`src/rtl/ir_tx_pkg.sv`:
```
// Shared types and defaults for the IR transmit encoder.
package ir_tx_pkg;

  typedef enum logic [1:0] {
    MODE_BIPHASE = 2'd0,
    MODE_PDIST   = 2'd1,
    MODE_PLEN    = 2'd2
  } mode_e;

  typedef enum logic [1:0] {
    ST_IDLE  = 2'd0,
    ST_SEG_A = 2'd1,
    ST_SEG_B = 2'd2
  } state_e;

  localparam int DEF_CARR_PERIOD = 26;
  localparam int DEF_CARR_HIGH   = 9;
  localparam int DEF_T0          = 21;
  localparam int DEF_T1          = 21;
  localparam int DEF_T2          = 64;

  // Mode 3 is undefined and falls through to bi-phase.
  function automatic logic seg_is_carrier(logic [1:0] mode, logic seg_b, logic b);
    case (mode)
      MODE_PDIST, MODE_PLEN: return !seg_b;
      default:               return seg_b ? b : !b;
    endcase
  endfunction

endpackage

```
`src/rtl/ir_tx_encoder_if.sv`:
```
// Frame request handshake between a frame source and the IR encoder.
interface ir_tx_encoder_if #(parameter int DATA_W = 32);
  logic              i_tx_valid;
  logic [DATA_W-1:0] i_tx_data;
  logic              o_tx_ready;

  modport master (output i_tx_valid, output i_tx_data, input  o_tx_ready);
  modport slave  (input  i_tx_valid, input  i_tx_data, output o_tx_ready);
endinterface

```
`src/rtl/ir_carrier_gen.sv`:
```
// Free-running carrier period counter; reports the level for the next cycle so the
// encoder can register its output without an extra cycle of latency.
module ir_carrier_gen #(
  parameter int CNT_W = 16
) (
  input  logic             clk,
  input  logic             rst,
  input  logic             restart,
  input  logic [CNT_W-1:0] period,
  input  logic [CNT_W-1:0] high,
  output logic             wrap,
  output logic             carr_nxt
);

  logic [CNT_W-1:0] cnt, cnt_nxt, last;

  always_comb begin
    last = (period < CNT_W'(2)) ? CNT_W'(1) : period - CNT_W'(1);
    wrap = !restart && (cnt >= last);
    if (restart || cnt >= last) cnt_nxt = '0;
    else                        cnt_nxt = cnt + CNT_W'(1);
    // high >= period saturates to 1, high == 0 to 0, without special cases
    carr_nxt = (cnt_nxt < high);
  end

  always_ff @(posedge clk or posedge rst) begin
    if (rst) cnt <= '0;
    else     cnt <= cnt_nxt;
  end

endmodule

```
`src/rtl/ir_tx_encoder.sv`:
```
// IR transmit encoder: bi-phase, pulse-distance and pulse-length coding of a
// captured frame onto a modulated carrier.
//   state    | meaning
//   ST_IDLE  | ready for a frame, output silent
//   ST_SEG_A | first segment of the current bit
//   ST_SEG_B | second segment of the current bit
module ir_tx_encoder
  import ir_tx_pkg::*;
#(
  parameter int DATA_W = 32,
  parameter int CNT_W  = 16
) (
  input  logic             clk,
  input  logic             rst,
  input  logic [1:0]       i_mode,
  input  logic [CNT_W-1:0] i_carr_period,
  input  logic [CNT_W-1:0] i_carr_high,
  input  logic [CNT_W-1:0] i_t0,
  input  logic [CNT_W-1:0] i_t1,
  input  logic [CNT_W-1:0] i_t2,
  input  logic [5:0]       i_nbits,
  input  logic             i_abort,
  ir_tx_encoder_if.slave   tx,
  output logic             o_ir_dout,
  output logic             o_busy,
  output logic             o_done
);

  localparam int BW = $clog2(DATA_W + 1);

  state_e            state, state_nxt;
  logic [1:0]        mode_q, mode_nxt;
  logic [DATA_W-1:0] data_q, data_nxt;
  logic [BW-1:0]     bits_q, bits_nxt, nbits_eff;
  logic [CNT_W-1:0]  seg_q, seg_nxt;
  logic [CNT_W-1:0]  t0_q, t1_q, t2_q, per_q, high_q;
  logic              idle, accept, wrap, carr_nxt, done_nxt, dout_nxt;

  function automatic logic [CNT_W-1:0] seg_len(logic [1:0] mode, logic seg_b, logic b,
                                               logic [CNT_W-1:0] t0, logic [CNT_W-1:0] t1,
                                               logic [CNT_W-1:0] t2);
    logic [CNT_W-1:0] n;
    case (mode)
      MODE_PDIST: n = seg_b ? (b ? t2 : t1) : t0;
      MODE_PLEN:  n = seg_b ? t2 : (b ? t1 : t0);
      default:    n = t0;
    endcase
    return (n == '0) ? CNT_W'(1) : n;
  endfunction

  assign idle          = (state == ST_IDLE);
  assign accept        = idle && tx.i_tx_valid;
  assign tx.o_tx_ready = idle;
  assign o_busy        = !idle;

  always_comb begin
    if (int'(i_nbits) > DATA_W) nbits_eff = BW'(DATA_W);
    else                        nbits_eff = BW'(i_nbits);
  end

  // While idle the carrier follows the live inputs so the first output cycle is right.
  ir_carrier_gen #(.CNT_W(CNT_W)) u_carrier (
    .clk      (clk),
    .rst      (rst),
    .restart  (idle),
    .period   (idle ? i_carr_period : per_q),
    .high     (idle ? i_carr_high : high_q),
    .wrap     (wrap),
    .carr_nxt (carr_nxt)
  );

  always_comb begin
    state_nxt = state;
    mode_nxt  = mode_q;
    data_nxt  = data_q;
    bits_nxt  = bits_q;
    seg_nxt   = seg_q;
    done_nxt  = 1'b0;
    case (state)
      ST_IDLE: if (tx.i_tx_valid) begin
        mode_nxt = i_mode;
        data_nxt = tx.i_tx_data;
        bits_nxt = nbits_eff;
        if (nbits_eff == '0) done_nxt = 1'b1;
        else begin
          state_nxt = ST_SEG_A;
          seg_nxt   = seg_len(i_mode, 1'b0, tx.i_tx_data[0], i_t0, i_t1, i_t2);
        end
      end
      ST_SEG_A: if (wrap) begin
        if (seg_q > CNT_W'(1)) seg_nxt = seg_q - CNT_W'(1);
        else begin
          state_nxt = ST_SEG_B;
          seg_nxt   = seg_len(mode_q, 1'b1, data_q[0], t0_q, t1_q, t2_q);
        end
      end
      ST_SEG_B: if (wrap) begin
        if (seg_q > CNT_W'(1)) seg_nxt = seg_q - CNT_W'(1);
        else begin
          bits_nxt = bits_q - BW'(1);
          data_nxt = data_q >> 1;
          if (bits_q == BW'(1)) begin
            state_nxt = ST_IDLE;
            done_nxt  = 1'b1;
          end else begin
            state_nxt = ST_SEG_A;
            seg_nxt   = seg_len(mode_q, 1'b0, data_nxt[0], t0_q, t1_q, t2_q);
          end
        end
      end
      default: state_nxt = ST_IDLE;
    endcase
    if (i_abort && !idle) begin
      state_nxt = ST_IDLE;
      done_nxt  = 1'b0;
    end
    dout_nxt = (state_nxt != ST_IDLE) && carr_nxt &&
               seg_is_carrier(mode_nxt, state_nxt == ST_SEG_B, data_nxt[0]);
  end

  always_ff @(posedge clk or posedge rst) begin
    if (rst) begin
      state     <= ST_IDLE;
      mode_q    <= '0;
      data_q    <= '0;
      bits_q    <= '0;
      seg_q     <= '0;
      t0_q      <= '0;
      t1_q      <= '0;
      t2_q      <= '0;
      per_q     <= '0;
      high_q    <= '0;
      o_ir_dout <= 1'b0;
      o_done    <= 1'b0;
    end else begin
      state     <= state_nxt;
      mode_q    <= mode_nxt;
      data_q    <= data_nxt;
      bits_q    <= bits_nxt;
      seg_q     <= seg_nxt;
      o_ir_dout <= dout_nxt;
      o_done    <= done_nxt;
      if (accept) begin
        t0_q   <= i_t0;
        t1_q   <= i_t1;
        t2_q   <= i_t2;
        per_q  <= i_carr_period;
        high_q <= i_carr_high;
      end
    end
  end

endmodule

```
`src/flat_wrapper.sv`:
```
// flat-port wrapper written by rule: the top's interface ports become plain ports
module ir_tx_encoder_flat import ir_tx_pkg::*;
#(
  parameter int DATA_W = 32,
  parameter int CNT_W  = 16
)
  (clk, rst, i_mode, i_carr_period, i_carr_high, i_t0, i_t1, i_t2, i_nbits, i_abort, o_ir_dout, o_busy, o_done, tx_i_tx_valid, tx_i_tx_data, tx_o_tx_ready);
  ir_tx_encoder_if #(.DATA_W(DATA_W)) tx_i ();
  input  logic clk;
  input  logic rst;
  input  logic [1:0] i_mode;
  input  logic [CNT_W-1:0] i_carr_period;
  input  logic [CNT_W-1:0] i_carr_high;
  input  logic [CNT_W-1:0] i_t0;
  input  logic [CNT_W-1:0] i_t1;
  input  logic [CNT_W-1:0] i_t2;
  input  logic [5:0] i_nbits;
  input  logic i_abort;
  output logic o_ir_dout;
  output logic o_busy;
  output logic o_done;
  input wire logic [$bits(tx_i.i_tx_valid)-1:0] tx_i_tx_valid;
  input wire logic [$bits(tx_i.i_tx_data)-1:0] tx_i_tx_data;
  output wire logic [$bits(tx_i.o_tx_ready)-1:0] tx_o_tx_ready;
  assign tx_i.i_tx_valid = tx_i_tx_valid;
  assign tx_i.i_tx_data = tx_i_tx_data;
  assign tx_o_tx_ready = tx_i.o_tx_ready;
  ir_tx_encoder #(.DATA_W(DATA_W), .CNT_W(CNT_W)) u_core (.clk(clk), .rst(rst), .i_mode(i_mode), .i_carr_period(i_carr_period), .i_carr_high(i_carr_high), .i_t0(i_t0), .i_t1(i_t1), .i_t2(i_t2), .i_nbits(i_nbits), .i_abort(i_abort), .tx(tx_i), .o_ir_dout(o_ir_dout), .o_busy(o_busy), .o_done(o_done));
endmodule
```
`config.mk`:
```
export PLATFORM = sky130hd
export DESIGN_NAME = ir_tx_encoder_flat
export DESIGN_NICKNAME = d
export VERILOG_FILES = /design/src/rtl/ir_tx_pkg.sv /design/src/rtl/ir_tx_encoder_if.sv /design/src/rtl/ir_carrier_gen.sv /design/src/rtl/ir_tx_encoder.sv /design/src/flat_wrapper.sv
export SDC_FILE = /design/constraint.sdc
export NUM_CORES = 1
export LEC_CHECK = 0
export ABC_AREA = 1
export CORE_ASPECT_RATIO = 0.75
export CORE_MARGIN = 2
export CORE_UTILIZATION = 57
export DETAILED_ROUTE_END_ITERATION = 8
export PLACE_DENSITY = 0.9
export SLEW_MARGIN = 20
export SYNTH_ARGS = -nofsm -noshare
export SYNTH_HDL_FRONTEND = slang
export SYNTH_SLANG_ARGS = --single-unit
```
`constraint.sdc`:
```
create_clock -name clk -period 6.72 [get_ports clk]
set_clock_uncertainty 0.05 [all_clocks]
set_input_delay 1.344 -clock clk [delete_from_list [all_inputs] [get_ports clk]]
set_output_delay 1.344 -clock clk [all_outputs]
set_load 0.005 [all_outputs]
```
# After elaboration in Yosys (flattened, before gate mapping)

Cells that the tools add are included.

Add/sub/neg operators: 4
$lt $le $gt $ge: 5
Equality and inequality tests: 15
Mux-type cells: 60
Reduce and logical (&&, ||, !) cells: 20

Operators with widths:

| operator                                                                          | count |
|---|---|
| 16-bit 2-to-1 mux                                                                 | 29 |
| 32-bit 2-to-1 mux                                                                 | 3 |
| 32-bit one-hot mux with 2 select lines                                            | 1 |
| 16-bit zero test                                                                  | 3 |
| 16-bit one-hot mux with 3 select lines                                            | 1 |
| 16-bit one-hot mux with 2 select lines                                            | 1 |
| 16-bit by 1-bit subtractor with 16-bit output (second input constant)             | 2 |
| 6-bit 2-to-1 mux                                                                  | 4 |
| 2-bit 2-to-1 mux                                                                  | 9 |
| 16-bit by 1-bit adder with 16-bit output (second input constant)                  | 1 |
| 16-bit greater-or-equal comparator                                                | 1 |
| 16-bit by 1-bit greater-than comparator with 1-bit output (second input constant) | 1 |
| 16-bit less-than comparator                                                       | 1 |
| 16-bit by 2-bit less-than comparator with 1-bit output (second input constant)    | 1 |
| 6-bit one-hot mux with 2 select lines                                             | 1 |
| 2-bit == test (second input constant)                                             | 5 |
| 2-bit != test (second input constant)                                             | 5 |
| 1-bit 2-to-1 mux                                                                  | 9 |
| 2-bit by 1-bit == test with 1-bit output (second input constant)                  | 3 |
| 6-bit by 1-bit == test with 1-bit output (second input constant)                  | 1 |
| 6-bit greater-than comparator (second input constant)                             | 1 |
| 6-bit zero test                                                                   | 1 |
| 2-bit one-hot mux with 3 select lines                                             | 1 |
| 6-bit AND reduction                                                               | 1 |
| 11 further kinds                                                                  | 18 |

Register bits after elaboration: 156
Input bits: 124
Output and inout port bits: 4

# Logic depth before layout (Yosys ltp)

Depth after elaboration: 14
Gate-level depth with buffers: 33
Gate-level depth less buffers: 32

# Cells and area by module

Synthesis repeated with hierarchy kept, for this count alone.

Cells, all modules: 1444
Area total of the unflattened synthesis: 10386.2 µm²

By module, submodules not included:

| module         | times used | cells an instance | area each (µm²) | seq. area each (µm²) |
|---|---|---|---|---|
| ir_tx_encoder  | 1          | 1156              | 8415.6          | 3503.4 |
| ir_carrier_gen | 1          | 288               | 1970.6          | 400.4 |

# Worst setup path before layout

OpenSTA, ideal clock, no wires.

Kind: input to register
Start: input i_carr_period[1]
End: register u_core.o_ir_dout
Setup time: 0.069 ns
Arrival time: 4.625 ns
Slack: 1.976 ns
Stages on the path: 24
Cell sequence: inv_1 > nand2_1 > o21ai_1 > ha_1 > inv_1 > nor3_4 > nand2_1 > nor2_1 > nand3_1 > o21ai_0 > a21o_1 > ha_1 > nand2_1 > o21ai_0 > nor2_1 > nand3_1 > clkbuf_1 > nor3b_1 > ha_1 > a21oi_1 > nor2_1 > a211oi_1 > a21oi_1 > nor2_2

Elaborated cells between the ends (all ways): 23

RTL lines:

| element                                                                                                                 | line                 | RTL |
|---|---|---|
| start, declared                                                                                                         | flat_wrapper.sv:12   | `input logic [CNT_W-1:0] i_carr_period;` |
| 16-bit 2-to-1 mux (*)                                                                                                   | ir_tx_encoder.sv:66  | `.period (idle ? i_carr_period : per_q),` |
| 16-bit by 1-bit subtractor with 16-bit output or 16-bit by 2-bit less-than comparator with 1-bit output (tied branches) | ir_carrier_gen.sv:18 | `last = (period < CNT_W'(2)) ? CNT_W'(1) : period - CNT_W'(1);` |
| 16-bit 2-to-1 mux (*)                                                                                                   | ir_carrier_gen.sv:18 |  |
| 16-bit greater-or-equal comparator (*)                                                                                  | ir_carrier_gen.sv:20 | `if (restart \|\| cnt >= last) cnt_nxt = '0;` |
| 1-bit logical OR (*)                                                                                                    | ir_carrier_gen.sv:20 |  |
| 16-bit 2-to-1 mux (*)                                                                                                   | ir_carrier_gen.sv:20 |  |
| net u_core.u_carrier.cnt_nxt[5]                                                                                         | ir_carrier_gen.sv:15 | `logic [CNT_W-1:0] cnt, cnt_nxt, last;` |
| 16-bit less-than comparator (*)                                                                                         | ir_carrier_gen.sv:23 | `carr_nxt = (cnt_nxt < high);` |
| 1-bit logical AND (*) (2 in series)                                                                                     | ir_tx_encoder.sv:117 | `dout_nxt = (state_nxt != ST_IDLE) && carr_nxt &&` |
| net u_core.dout_nxt                                                                                                     | ir_tx_encoder.sv:37  | `logic idle, accept, wrap, carr_nxt, done_nxt, dout_nxt;` |
| end signal, assigned                                                                                                    | ir_tx_encoder.sv:141 | `o_ir_dout <= dout_nxt;` |
| end, declared                                                                                                           | ir_tx_encoder.sv:24  | `output logic o_ir_dout,` |

Mark *: on every way through the listed nets, which the timed path passes. The rest lies on a longest branch. The select of a mux whose other input is x is not followed.
A chain may end at the register's enable or synchronous reset.

# Worst setup path after layout

Start: input i_carr_period[10]
End: register u_core.o_ir_dout

The elaborated chain is that of the path after synthesis.

==> reports/qor.csv <==
stage,metric,value,unit
logic_synthesis,YS warnings,0,
route,Via-to-Cell Ratio,5.659,
power_and_ir_drop,Power Density,414.8,nW/um^2
power_and_ir_drop,Sw Share,0.4600,
clock_tree,clock tree sinks,156,
power_and_ir_drop,Total Power,5007,uW
flow_run,Max-Cap Viols,0,
sta,Sum Neg Setup Slack,0,ns
clock_tree,clock slew at reported path FFs,0.07,ns
clock_tree,Post-CTS Hold Buffers,0,
clock_tree,clk buf depth,2,
sta,pins over their slew limit,0,
logic_synthesis,number of distinct library cells after synthesis,53,
sta,period utilization,0.8530,
layout,Layout Utilization,0.6857,
floorplanning,core box area,17600,sq um
layout,# fillers,1429,
clock_tree,H-tree lvl count,4,
logic_synthesis,Post-Syn Area per Cell,7.153,sq um
worst_setup_path,Setup crit end kind,flop,
logic_synthesis,Post-synth EDFFs,0,
power_and_ir_drop,leak pwr,0.005754,uW
layout,area delta synth->final,18.42,%
floorplanning,IO Pins,128,
sta,RSZ-0062 raised after global routing,no,
global_routing,vias in the first global route,9502,
logic_synthesis,"Cell Area, Synth",10190,sq um
floorplanning,Starting Density,0.5790,
place,Port Buffer Count,127,
clock_tree,latest clock arrival within the worst-skew pair,0.44,ns
sta,Slew HR,0.3586,
sta,# setup viols final,0,
layout,Seq. cell area,3904,sq um
route,Post-DRT Antenna Nets,0,
logic_synthesis,ys flop type,dfrtp_1,
route,drt pass-1 iters,6,
sta,min cycle time layout,5.732,ns
logic_synthesis,syn_nets,1592,
worst_setup_path,"Max FO, Critical Path",15,
route,via count,9989,
worst_setup_path,CP max stage delay,0.49,ns
clock_tree,TritonCTS clock tree,yes,
worst_setup_path,startpoint types,primary input,
hold_path,worst min path class,reg -> reg,
worst_setup_path,CP top delay family,simple AND/OR/NAND/NOR gates,
clock_tree,Root Driver,clkbuf_16,
route,Post-Route WL,27880,um
route,Iteration-0 DRC Markers,1151,
power_and_ir_drop,Gate power share,0.478,
route,Routed wire per std cell,15.79,um
logic_synthesis,Synth Instances,1425,
power_and_ir_drop,cell-internal power,2704,uW
power_and_ir_drop,clock share of power,0.197,
clock_tree,CTS resizes,0,
worst_setup_path,critical path data required time,7.04,ns
global_routing,initial antenna violation count,0,
power_and_ir_drop,sequential share of power,0.325,
status,status,"finished, final reports clean",
logic_synthesis,Synth area leader,dfrtp_1,
worst_setup_path,crit-path cells,clkdlybuf4s50_1 > inv_1 > nand2_1 > o21ai_1 > inv_2 > nor2_1 > nand2_1 > nor4b_2 > nand4_2 > nand3b_1 > ha_1 > a21oi_1 > o21ai_0 > nor2_1 > nand3_1 > nor3b_1 > ha_1 > a21oi_1 > nor2_1 > a211oi_1 > o221a_2 > nand2_1 > nor2_2,
worst_setup_path,critical path type,in -> reg,
layout,Multi-input gate area,5239,sq um
logic_synthesis,post-synthesis sequential area ratio,0.3830,
logic_synthesis,proportion of netlist area held by the largest area contributor,0.3830,
global_routing,All-Layer GR Usage,0.3031,
logic_synthesis,most frequent cell after synthesis,nand2_1,
place,Final HPWL DP,19730,um
logic_synthesis,synth top area cells,"dfrtp_1 (38%), nand2_1 (14%), o21ai_0 (10%), inv_1 (6.3%), ha_1 (5.3%)",
power_and_ir_drop,Peak VDD IR,0.0002340,V
global_routing,total grt overflow,0,
route,residual DRC count,0,
floorplanning,Die Area,18980,sq um
sta,fmax,174.5,MHz
logic_synthesis,ys async rst share,1.000,
clock_tree,total setup buffers inserted after CTS,0,
floorplanning,die width,158.4,um
worst_setup_path,Bufs and invs on worst path,3,
clock_tree,TritonCTS Buffers,17,
logic_synthesis,Synth top cells by count,"nand2_1 (385), o21ai_0 (204), inv_1 (171)",
global_routing,largest net degree at the start of global routing,113,
worst_setup_path,slowest cell on the critical path,nand3_1,
global_routing,global-route wire length before repair,45850,um
power_and_ir_drop,NetSw,2303,uW
worst_setup_path,Critical Path AT,6.05,ns
floorplanning,Rows,42,
sta,final hold viol count,0,
layout,ant diodes,0,
logic_synthesis,post-synthesis register bit count,156,
floorplanning,Die Ht,119.8,um
layout,share of cells above drive strength 1,0.06960,
sta,worst slew pin tran,0.9621,ns
layout,final layout net count,1677,
place,final RePlAce weighted congestion,0.9409,
sequential cells by signal, indices dropped and copies added (netlist names):
signal	count
u_core.bits_q	6
u_core.data_q	32
u_core.high_q	16
u_core.mode_q	2
u_core.o_done	1
u_core.o_ir_dout	1
u_core.per_q	16
u_core.seg_q	16
u_core.state	2
u_core.t0_q	16
u_core.t1_q	16
u_core.t2_q	16
u_core.u_carrier.cnt	16
placed cells by master, fill, tap and decap left out, types with 3 or more instances in the layout:
| cell type | count |
|---|---|
| o211ai_1 | 22 |
| inv_6 | 5 |
| nor2_2 | 9 |
| nand2_2 | 11 |
| inv_2 | 14 |
| nor3_1 | 13 |
| clkinv_2 | 3 |
| a31oi_1 | 3 |
| nor3b_1 | 8 |
| clkdlybuf4s50_1 | 127 |
| o21ai_1 | 33 |
| inv_8 | 3 |
| a21o_1 | 3 |
| xor2_1 | 12 |
| clkbuf_16 | 17 |
| o21a_1 | 3 |
| inv_1 | 170 |
| nor2_1 | 83 |
| nand2_1 | 385 |
| nor4_1 | 4 |
| xnor2_1 | 8 |
| nand3_2 | 5 |
| ha_1 | 42 |
| a22oi_1 | 8 |
| a21oi_1 | 63 |
| or2_2 | 4 |
| buf_4 | 7 |
| o221ai_1 | 3 |
| o21ai_0 | 204 |
| nand3_1 | 43 |
| o21ai_2 | 5 |
| dfrtp_1 | 156 |
| a21oi_2 | 7 |
| nand4_1 | 12 |
cells by family after synthesis:
| kind of cell | after synthesis | share of synthesized area |
|---|---|---|
| compound gates | 361 | 0.1958 |
| simple gates | 588 | 0.2470 |
| buf+inv | 256 | 0.1033 |
| fa+ha+maj | 43 | 0.05278 |
| flops | 156 | 0.3830 |
| xor+xnor | 20 | 0.01718 |
| mux | 1 | 0.0009820 |
power by group through the flow:
stage / clock network, uW / registers [uW] / logic [uW]
floorplan: 0 / 1530 / 1800
global placement: 0 / 1600 / 2210
detailed placement: 0 / 1620 / 2300
CTS: 986 / 1620 / 2340
global route: 1030 / 1670 / 2690
finish: 987 / 1630 / 2390
final timing paths:
check                           slack [ns]         startpoint                 to  cells past startpoint
worst max-delay path                  0.99  i_carr_period[10]   u_core.o_ir_dout                     23
worst min-delay path                  0.43  u_core.high_q[15]  u_core.high_q[15]                      2
worst max register to register        1.11    u_core.state[0]   u_core.o_ir_dout                     23
worst min register to register        0.43  u_core.high_q[15]  u_core.high_q[15]                      2
max in group asynchronous             4.11                rst    u_core.seg_q[2]                      3
min in group asynchronous             1.42                rst  u_core.data_q[28]                      2
cell type report:
class	count	area share
tap	242	0.02508
inverter	188	0.05939
multi-input combinational	1013	0.4340
timing repair buffer	134	0.1097
clock buffer	19	0.03586
sequential	156	0.3234
clock inverter	13	0.01265
worst min-delay path, stage by stage (launching register included):
cell     delay, ns
dfrtp_1       0.34
nand2_1       0.05
o21ai_0       0.06
metrics by stage:
stage | cell area [sq um] | std cells | setup WS (ns) | hold WS, ns
after floorplan | 10190 | 1425 | 1.119 | 0.3978
after global placement | 11480 | 1733 | 0.9857 | 0.4133
after detailed placement | 11480 | 1733 | 0.7138 | 0.4186
after CTS | 12070 | 1765 | 1.061 | 0.4349
after global routing | 12070 | 1765 | 0.6091 | 0.4596
final | 12070 | 1765 | 0.9878 | 0.4332
routing by layer:
layer  vias to the layer above  wire length (um)  part of all wire  global-route usage
li1                       4796                 -                 -                   -
met1                      4614             12030              0.43              0.4240
met2                       511             12620              0.45              0.4582
met3                        68              2670             0.096             0.08848
met4                         0               554             0.020             0.09009
met5                         -                 0                 0                   0
Power figures use the tool's default switching activity.
